$ cat config.mk
export PLATFORM = sky130hd
export DESIGN_NAME = writeback_unit
export DESIGN_NICKNAME = d
export VERILOG_FILES = /design/src/rtl/wb_pkg.sv /design/src/rtl/wb_late_fifo.sv /design/src/rtl/writeback_unit.sv
export SDC_FILE = /design/constraint.sdc
export NUM_CORES = 1
export LEC_CHECK = 0
export ABC_AREA = 1
export CAP_MARGIN = 20
export CELL_PAD_IN_SITES_DETAIL_PLACEMENT = 0
export CELL_PAD_IN_SITES_GLOBAL_PLACEMENT = 1
export CORE_MARGIN = 8
export CORE_UTILIZATION = 36
export CTS_BUF_LIST = sky130_fd_sc_hd__clkbuf_16
export DETAILED_ROUTE_END_ITERATION = 8
export GPL_ROUTABILITY_DRIVEN = 0
export PLACE_DENSITY = 0.83
export SETUP_SLACK_MARGIN = 0.3
export SKIP_CTS_REPAIR_TIMING = 1
export SYNTH_ARGS = -nofsm -noshare
export SYNTH_HDL_FRONTEND = slang
export SYNTH_SLANG_ARGS = --single-unit
export TNS_END_PERCENT = 1
$ cat constraint.sdc
create_clock -name clk -period 4.1 [get_ports clk]
set_input_delay 0.82 -clock clk [delete_from_list [all_inputs] [get_ports clk]]
set_output_delay 0.82 -clock clk [all_outputs]
set_load 0.02 [all_outputs]
$ cat src/rtl/wb_pkg.sv
// Shared definitions for the writeback stage.
// Contents:
//   XLEN_DEFAULT, NUM_SRC_DEFAULT : default datapath width and number of result sources
//   SRC_*                         : source indices; lower index means higher priority
//   wb_entry_t                    : layout of one late-result entry at the default width
package wb_pkg;

    localparam int unsigned XLEN_DEFAULT    = 32;
    localparam int unsigned NUM_SRC_DEFAULT = 5;

    localparam int unsigned SRC_MEM = 0;
    localparam int unsigned SRC_CSR = 1;
    localparam int unsigned SRC_MUL = 2;
    localparam int unsigned SRC_DIV = 3;
    localparam int unsigned SRC_ALU = 4;

    typedef struct packed {
        logic [4:0]              rd;
        logic [XLEN_DEFAULT-1:0] data;
        logic                    live;
    } wb_entry_t;

endpackage

$ cat src/rtl/wb_late_fifo.sv
// Late-result queue for the writeback stage.
// Holds results from multi-cycle units until the register-file port is idle.
// Ports:
//   clk, rst            : clock, synchronous active-high reset
//   push, push_rd/data  : enqueue request (caller guarantees !full)
//   pop                 : drop the head entry (caller guarantees head_valid)
//   kill, kill_rd       : mark every entry targeting kill_rd dead (WAW against a younger write)
//   full                : no free slot
//   head_valid          : at least one entry is queued
//   head_live           : head entry still needs to be written
//   head_rd, head_data  : head entry contents
//   pending             : one-hot OR of the rd of all live entries (bit 0 always 0)
module wb_late_fifo
    import wb_pkg::*;
#(
    parameter int unsigned XLEN  = XLEN_DEFAULT,
    parameter int unsigned DEPTH = 4
) (
    input  logic            clk,
    input  logic            rst,
    input  logic            push,
    input  logic [4:0]      push_rd,
    input  logic [XLEN-1:0] push_data,
    input  logic            pop,
    input  logic            kill,
    input  logic [4:0]      kill_rd,
    output logic            full,
    output logic            head_valid,
    output logic            head_live,
    output logic [4:0]      head_rd,
    output logic [XLEN-1:0] head_data,
    output logic [31:0]     pending
);

    localparam int unsigned PtrW = (DEPTH > 1) ? $clog2(DEPTH) : 1;
    localparam int unsigned CntW = $clog2(DEPTH + 1);

    logic [4:0]      rd_q   [DEPTH];
    logic [XLEN-1:0] data_q [DEPTH];
    logic [DEPTH-1:0] live_q;
    logic [PtrW-1:0] wr_ptr_q;
    logic [PtrW-1:0] rd_ptr_q;
    logic [CntW-1:0] count_q;

    // Storage needs no reset: liveness and count decide what is meaningful.
    always_ff @(posedge clk) begin
        if (push) begin
            rd_q[wr_ptr_q]   <= push_rd;
            data_q[wr_ptr_q] <= push_data;
        end
    end

    always_ff @(posedge clk) begin
        if (rst) begin
            wr_ptr_q <= '0;
            rd_ptr_q <= '0;
            count_q  <= '0;
            live_q   <= '0;
        end else begin
            for (int i = 0; i < int'(DEPTH); i++) begin
                if (kill && (rd_q[i] == kill_rd)) begin
                    live_q[i] <= 1'b0;
                end
            end
            if (pop) begin
                live_q[rd_ptr_q] <= 1'b0;
                rd_ptr_q         <= rd_ptr_q + 1'b1;
            end
            if (push) begin
                // rd=0 is stored dead; a same-cycle kill also beats the older late result.
                live_q[wr_ptr_q] <= (push_rd != 5'd0) && !(kill && (push_rd == kill_rd));
                wr_ptr_q         <= wr_ptr_q + 1'b1;
            end
            count_q <= count_q + CntW'(push) - CntW'(pop);
        end
    end

    always_comb begin
        full       = (count_q == CntW'(DEPTH));
        head_valid = (count_q != '0);
        head_live  = head_valid && live_q[rd_ptr_q];
        head_rd    = rd_q[rd_ptr_q];
        head_data  = data_q[rd_ptr_q];
    end

    always_comb begin
        pending = '0;
        for (int i = 0; i < int'(DEPTH); i++) begin
            if (live_q[i]) begin
                pending[rd_q[i]] = 1'b1;
            end
        end
        pending[0] = 1'b0;
    end

endmodule

$ cat src/rtl/writeback_unit.sv
// Writeback stage: selects the MEM/WB result, arbitrates the register-file write port
// between the pipeline and queued late results, and keeps a short history of committed
// writes for ID-stage forwarding.
// Ports:
//   clk, Rst                      : clock, synchronous active-high reset
//   dbg, mem_hold                 : freeze inputs (no drain, no kill, history holds)
//   MEM_WB_rd/regwrite            : pipeline destination and write enable
//   MEM_WB_src_sel/src_data       : one-hot source select and packed source results
//   late_valid/rd/data, late_ready: late-result enqueue handshake
//   WB_res/WB_rd/WB_regwrite      : register-file write port (combinational)
//   rd_pending                    : registers targeted by live queued late results
//   WB_ID_rd/res/regwrite         : committed-write history, entry 0 newest
module writeback_unit
    import wb_pkg::*;
#(
    parameter int unsigned XLEN       = XLEN_DEFAULT,
    parameter int unsigned NUM_SRC    = NUM_SRC_DEFAULT,
    parameter int unsigned LATE_DEPTH = 4,
    parameter int unsigned FWD_DEPTH  = 2
) (
    input  logic                      clk,
    input  logic                      Rst,
    input  logic                      dbg,
    input  logic                      mem_hold,
    input  logic [4:0]                MEM_WB_rd,
    input  logic                      MEM_WB_regwrite,
    input  logic [NUM_SRC-1:0]        MEM_WB_src_sel,
    input  logic [NUM_SRC*XLEN-1:0]   MEM_WB_src_data,
    input  logic                      late_valid,
    input  logic [4:0]                late_rd,
    input  logic [XLEN-1:0]           late_data,
    output logic                      late_ready,
    output logic [XLEN-1:0]           WB_res,
    output logic [4:0]                WB_rd,
    output logic                      WB_regwrite,
    output logic [31:0]               rd_pending,
    output logic [FWD_DEPTH*5-1:0]    WB_ID_rd,
    output logic [FWD_DEPTH*XLEN-1:0] WB_ID_res,
    output logic [FWD_DEPTH-1:0]      WB_ID_regwrite
);

    logic            freeze;
    logic            pipe_wr;
    logic            drain;
    logic            fifo_full;
    logic            head_valid;
    logic            head_live;
    logic [4:0]      head_rd;
    logic [XLEN-1:0] head_data;
    logic [XLEN-1:0] sel_data;
    logic            sel_found;

    logic [4:0]      hist_rd_q  [FWD_DEPTH];
    logic [XLEN-1:0] hist_res_q [FWD_DEPTH];
    logic [FWD_DEPTH-1:0] hist_wr_q;

    assign freeze  = dbg | mem_hold;
    assign pipe_wr = MEM_WB_regwrite && (MEM_WB_rd != 5'd0);
    // Head leaves the queue on any unfrozen cycle the pipeline leaves the port free;
    // a dead head leaves without producing a write.
    assign drain   = !pipe_wr && !freeze && head_valid;

    // Lowest set select bit wins; with no bit set the last source (ALU) is the default.
    always_comb begin
        sel_data  = MEM_WB_src_data[(NUM_SRC-1)*XLEN +: XLEN];
        sel_found = 1'b0;
        for (int i = 0; i < int'(NUM_SRC); i++) begin
            if (!sel_found && MEM_WB_src_sel[i]) begin
                sel_data  = MEM_WB_src_data[i*XLEN +: XLEN];
                sel_found = 1'b1;
            end
        end
    end

    always_comb begin
        WB_regwrite = 1'b0;
        WB_rd       = 5'd0;
        WB_res      = '0;
        if (pipe_wr) begin
            WB_regwrite = 1'b1;
            WB_rd       = MEM_WB_rd;
            WB_res      = sel_data;
        end else if (drain && head_live) begin
            WB_regwrite = 1'b1;
            WB_rd       = head_rd;
            WB_res      = head_data;
        end
    end

    assign late_ready = !fifo_full;

    wb_late_fifo #(
        .XLEN  (XLEN),
        .DEPTH (LATE_DEPTH)
    ) u_late_fifo (
        .clk        (clk),
        .rst        (Rst),
        .push       (late_valid && !fifo_full),
        .push_rd    (late_rd),
        .push_data  (late_data),
        .pop        (drain),
        .kill       (pipe_wr && !freeze),
        .kill_rd    (MEM_WB_rd),
        .full       (fifo_full),
        .head_valid (head_valid),
        .head_live  (head_live),
        .head_rd    (head_rd),
        .head_data  (head_data),
        .pending    (rd_pending)
    );

    always_ff @(posedge clk) begin
        if (Rst) begin
            for (int k = 0; k < int'(FWD_DEPTH); k++) begin
                hist_rd_q[k]  <= 5'd0;
                hist_res_q[k] <= '0;
            end
            hist_wr_q <= '0;
        end else if (!freeze) begin
            for (int k = 1; k < int'(FWD_DEPTH); k++) begin
                hist_rd_q[k]  <= hist_rd_q[k-1];
                hist_res_q[k] <= hist_res_q[k-1];
                hist_wr_q[k]  <= hist_wr_q[k-1];
            end
            hist_rd_q[0]  <= WB_rd;
            hist_res_q[0] <= WB_res;
            hist_wr_q[0]  <= WB_regwrite;
        end
    end

    always_comb begin
        for (int k = 0; k < int'(FWD_DEPTH); k++) begin
            WB_ID_rd[k*5 +: 5]       = hist_rd_q[k];
            WB_ID_res[k*XLEN +: XLEN] = hist_res_q[k];
        end
        WB_ID_regwrite = hist_wr_q;
    end

endmodule

== After elaboration in Yosys (flattened, before gate mapping) ==
Memories as Yosys holds them, arrays and structs flattened. A register that Yosys moved wholly into a read port is not among the register bits.
Index checks and enable logic that the tools add are counted.

* Logic and storage cells: 135
* Output and inout port bits: 147
* Flip-flop bits (word level): 13
* RAM bits: 222
* Memories kept: 4

{| class="wikitable"
|+ Memories
! memory !! depth !! width !! read ports !! clocked after Yosys merged registers in !! write ports !! line !! text
|-
| u_late_fifo.data_q || 4 || 32 || 1 || 1 || 1 || wb_late_fifo.sv:39 || <nowiki>logic [XLEN-1:0] data_q [DEPTH];</nowiki>
|-
| hist_res_q || 2 || 32 || 2 || 0 || 2 || writeback_unit.sv:54 || <nowiki>logic [XLEN-1:0] hist_res_q [FWD_DEPTH];</nowiki>
|-
| u_late_fifo.rd_q || 4 || 5 || 5 || 1 || 1 || wb_late_fifo.sv:38 || <nowiki>logic [4:0] rd_q [DEPTH];</nowiki>
|-
| hist_rd_q || 2 || 5 || 2 || 0 || 2 || writeback_unit.sv:53 || <nowiki>logic [4:0] hist_rd_q [FWD_DEPTH];</nowiki>
|}

* Muxes and demuxes: 60
* Bitwise logic cells: 10
* Reductions and logical operators: 34
* Add/sub/neg operators: 4
* Equality and inequality tests: 6
* Order comparisons: 12

{| class="wikitable"
|+ Operators with widths
! kind !! number
|-
| 32-bit two-way mux || 13
|-
| 32-bit bitwise OR || 3
|-
| 1-bit two-way mux || 28
|-
| 5-bit == test || 5
|-
| 5-bit by 6-bit less-than comparator with 1-bit output (second input constant) || 4
|-
| 1-bit logical AND || 23
|-
| 1-bit demux with 5-bit select || 4
|-
| 5-bit by 1-bit >= comparator with 1-bit output (second input constant) || 4
|-
| 5-bit two-way mux || 4
|-
| 4-bit two-way mux || 3
|-
| 5-bit nonzero test || 2
|-
| 1-bit zero test || 8
|-
| 2-bit two-way mux || 4
|-
| 2-bit by 3-bit less-than comparator with 1-bit output (second input constant) || 2
|-
| 1-bit bitwise OR || 5
|-
| 2-bit by 1-bit adder with 2-bit output (second input constant) || 2
|-
| 4-bit bitwise AND || 1
|-
| 4-bit bitwise mux || 1
|-
| 1-bit demux with 2-bit select || 2
|-
| 2-bit by 1-bit >= comparator with 1-bit output (second input constant) || 2
|-
| 4-bit inverter || 1
|-
| 3-bit by 1-bit adder with 3-bit output || 1
|-
| 3-bit == test (second input constant) || 1
|-
| 3-bit nonzero test || 1
|-
| 2 further kinds || 2
|}

== Longest topological paths before layout ==
* Depth after elaboration: 15
* Gate-level depth with buffers: 11
* Gate-level depth less buffers: 10

== Modules after synthesis ==
From an unflattened synthesis, not the netlist that was laid out.

* Cell total of the unflattened synthesis: 1437
* Area total of the unflattened synthesis: 12777.3 um2

{| class="wikitable"
|+ By module, submodules not included
! module !! seq. area each (um2) !! area an instance (um2) !! cells an instance !! instances
|-
| wb_late_fifo || 4704.5 || 7454.6 || 703 || 1
|-
| writeback_unit || 2262.2 || 5322.6 || 734 || 1
|}

== Worst setup path before layout ==
Ideal clock, no wire load.

* Kind: input to register
* Start: input port mem_hold
* End: memory hist_rd_q[0][0], enable pin
* Slack: 0.961 ns
* Cell stages on the path: 2
* Arrival time: 2.704 ns
* Library setup time: 0.435 ns
* Data required time: 3.665 ns
* Buffers on the path: 0
* Path through: or2_4 nand2_1

{| class="wikitable"
|+ RTL lines
! element !! line !! text
|-
| start: declaration || writeback_unit.sv:24 || <nowiki>input logic mem_hold,</nowiki>
|-
| end: declaration || writeback_unit.sv:53 ||
|}

== Final worst setup path ==
* Start: input port mem_hold
* End: output port WB_res[9]

* Cells in the longest elaborated chain, start to end: 7

{| class="wikitable"
|+ RTL lines
! element !! line !! text
|-
| 1-bit bitwise OR || writeback_unit.sv:57 || <nowiki>assign freeze = dbg | mem_hold;</nowiki>
|-
| 1-bit zero test || -- ||
|-
| 1-bit logical AND (2 in a row) || writeback_unit.sv:61 || <nowiki>assign drain = !pipe_wr && !freeze && head_valid;</nowiki>
|-
| 1-bit logical AND || writeback_unit.sv:83 || <nowiki>end else if (drain && head_live) begin</nowiki>
|-
| 32-bit two-way mux || writeback_unit.sv:83 ||
|-
| 32-bit two-way mux || writeback_unit.sv:79 || <nowiki>if (pipe_wr) begin</nowiki>
|-
| end: declaration || writeback_unit.sv:33 || <nowiki>output logic [XLEN-1:0] WB_res,</nowiki>
|}

No other way between the ends.

==> metrics.md <==
| Metric | Value |
|---|---|
| Worst EP arrival | 3.03 ns |
| RSZ-0062 raised after global routing | true |
| Crit-path cells | clkdlybuf4s50_1 -> or2_4 -> a21oi_4 -> nand2_4 -> nor2_4 -> buf_12 -> nand2_2 -> nand2_1 -> clkdlybuf4s50_1 |
| Final ANT Viol Nets | 0 |
| I/O pins | 360 |
| Seq cells post-synth | 237 |
| Post-synthesis sequential area ratio | 0.5740 |
| Pin count of the biggest net entering global routing | 85 |
| Final WL | 43.72 mm |
| Die Y | 199.6 um |
| Grt total ovfl | 0 |
| # rows | 67 |
| Vias in the first global route | 10657 |
| Top_reg_cell synth | edfxtp_1 |
| Die W | 199.6 um |
| Buffer and inverter count on the worst path | 3 |
| Starting Density | 0.3638 |
| Cell Area, Synth | 0.01214 mm2 |
| Worst VDD drop | 317.2 uV |
| Slew @ Worst Pin | 0.8519 ns |
| Compound-Gate Fraction of Synth Area | 0.1515 |
| Nature of the critical path endpoint | output port |
| Worst slew margin | 0.4321 |
| Area growth syn-to-layout | 41.63% |
| Reg2Reg Depth | 9 |
| Yosys warns | 0 |
| Largest family of logic cells by synthesized area | simple AND/OR/NAND/NOR gates |
| Final Max Slew Viols | 0 |
| # DRC | 0 |
| Syn_nets | 1510 |
| Async set or reset register ratio after synthesis | 0 |
| H-tree depth | 1 |
| Total number of vias | 10837 |
| Leakage | 0.006806 uW |
| Number of vias per cell | 5.168 |
| Status | finished, final reports clean |
| Filler instances | 3035 |
| Core Region | 0.03336 mm2 |
| CTS Buf Count | 25 |
| Stages on the worst setup path | 9 |
| Final net count | 1854 |
| CTS Buffer Depth | 3 |
| DR WL/cell | 20.85 um |
| First-pass GRT wire length | 64.03 mm |
| Setup slack, reg-to-reg | 1.80 ns |
| Post-synthesis xor/xnor area fraction | 0.007937 |
| Clock Latency Late Sink | 0.52 ns |
| EDFF count, synth | 222 |
| Tightest hold margin | 0.4980 ns |
| Synthesized area per cell | 9.431 um2 |
| Initial DRC count | 841 |
| Most used cell, CP | clkdlybuf4s50_1 |
| Post-synthesis cell count | 1287 |
| HPWL Detailed | 32.55 mm |
| Die area | 0.03985 mm2 |
| Endpoints failing setup | 0 |
| CTS tree | built |
| Startpoint Class | input port |
| Root buf cell | clkbuf_16 |
| Final Critical Period | 3.845 ns |
| Multiplexer share of the synthesized area | 0 |
| HP Class | reg -> reg |
| Tcrit/Tclk final | 0.9379 |
| Yosys cell types | 38 |
| CP required | 3.28 ns |
| CP Class | in -> out |
| I/O Buffers | 357 |
| CTS sink cnt | 237 |
| Slowest CP cell | clkdlybuf4s50_1 |
| Peak Freq | 260.1 MHz |
| Pwr/cell area | 377.4 mW/mm2 |
| CP delay by family, top | buffers and inverters |
| Critical path fanouts, max | 22 |
| MaxCap Viol Count | 0 |
| Final hold violations | 0 |
| Adder-cell area share of the yosys netlist | 0.01093 |
| Setup_tns | 0 ns |
| Hold path depth | 2 |
| Initial antenna violation count | 4 |
| Layout cells sized above 1 | 0.08682 |
| Total track usage | 0.2074 |
| TritonRoute pass-1 iters | 7 |
| Synth Area in Simple Gates | 0.1964 |
| Setup Skew | 0.01259 ns |
| Clk pin slew, worst setup/hold paths | 0.06 ns |
| Slowest stage delay, CP | 0.62 ns |
==> cell usage after synthesis (11+ instances only) <==
cell	count	area, um2
edfxtp_1	222	6666
o21ai_0	145	725.7
o22a_1	16	140.1
o22ai_1	35	219.0
inv_1	101	379.1
xnor2_1	11	96.34
o221ai_1	30	262.8
a21oi_2	20	175.2
buf_2	19	95.09
nand2_1	232	870.8
nor2_1	138	518.0
nand3_1	124	620.6
a21oi_1	43	215.2
or2_2	29	181.4
clkbuf_1	41	153.9
dfxtp_1	15	300.3
==> metal layers <==
layer,vias to the layer above,global-route usage,wire [um]
met4,4,0.06703,1062
li1,5205,-,-
met5,-,0,27
met3,59,0.04278,3833
met1,5095,0.2507,17370
met2,474,0.3648,21430
==> cell families (layout without fill, tap and decap cells) <==
kind of cell    after synthesis  count (layout)
simple gates                551             551
compound gates              303             303
fa+ha+maj                    10              10
other cells                   1               3
buf+inv                     174             534
xor+xnor                     11              11
flops                       237             237
==> through the flow <==
step	power (uW)	cell area, um2	instances	setup WS (ns)	util
floorplan	3720	12140	1287	0.9606	-
global placement	4413	16340	2052	0.08089	0.4897
detailed placement	4432	16340	2052	0.08228	0.4897
CTS	6553	17100	2095	0.08011	0.5125
global route	6771	17190	2097	0.1503	0.5153
finish	6488	17190	2097	0.2547	0.5153
==> registers in the layout, indices dropped and copies added, names as in the netlist, named ones only <==
signal / count
u_late_fifo.wr_ptr_q: 2
hist_rd_q: 10
hist_res_q: 64
u_late_fifo.rd_q: 20
u_late_fifo.rd_ptr_q: 2
WB_ID_regwrite: 2
u_late_fifo.live_q: 4
u_late_fifo.data_q: 128
u_late_fifo.count_q: 3
==> worst register-to-register path, cell delays in order (launching register included) <==
cell	delay (ns)
dfxtp_1	0.33
nor2_1	0.23
nand2_1	0.14
nand2_1	0.48
nand3_1	0.24
nand2_1	0.12
ha_1	0.16
fa_1	0.40
inv_1	0.06
nor2_1	0.03
==> layout make-up <==
type                            count  area (um2)  area share
Clock buffer                       25       625.6     0.03639
Inverter                          103       386.6     0.02249
Clock inverter                     18       135.1    0.007860
Multi-Input combinational cell    876        4504      0.2620
Sequential cell                   237        6968      0.4053
Tap cell                          448       560.5     0.03261
Timing Repair Buffer              388        4006      0.2330
Antenna cell                        2       5.005   0.0002911
==> report_power, final <==
part | leakage [uW] | switching [uW] | internal (uW) | total (uW)
sequential | 0.00227 | 94.5 | 2880 | 2970
clock | 0.000401 | 890 | 1230 | 2120
combinational | 0.00414 | 831 | 567 | 1400
total | 0.00681 | 1820 | 4670 | 6490
==> cell usage in the layout, fill, tap and decap left out, types with 2 or more instances in the layout <==
cell type          n
nand2_1          231
clkinv_2           5
nor2_1           132
o211ai_1           2
nor3_1             7
o22ai_1           35
or2_2             28
inv_1            108
a2bb2oi_1          2
o21ai_0          144
nand4_1            2
edfxtp_1         222
o221ai_1          30
or2_4              2
or2_0              3
a21oi_2           20
a21oi_1           43
xnor2_1           11
dlymetal6s2s_1    33
nand3_1          124
clkdlybuf4s50_1  321
nor2_4             6
clkinv_1           4
nor2_2             2
nand2_4            3
buf_12            10
diode_2            2
nand2_2           10
ha_1               9
buf_4             24
o22a_1            16
clkbuf_16         25
a31oi_1            4
dfxtp_1           14
bufinv_16          2
o21ai_1            4
==> worst paths after layout <==
check | start | to
worst max-delay path | mem_hold | WB_res[9]
worst max register to register | u_late_fifo.count_q[1]$_SDFF_PP0_ | u_late_fifo.count_q[1]$_SDFF_PP0_
worst min-delay path | WB_ID_regwrite[1]$_SDFFE_PP0N_ | WB_ID_regwrite[1]$_SDFFE_PP0N_
worst min register to register | WB_ID_regwrite[1]$_SDFFE_PP0N_ | WB_ID_regwrite[1]$_SDFFE_PP0N_
Note: power is estimated with default switching activity, not from simulation.
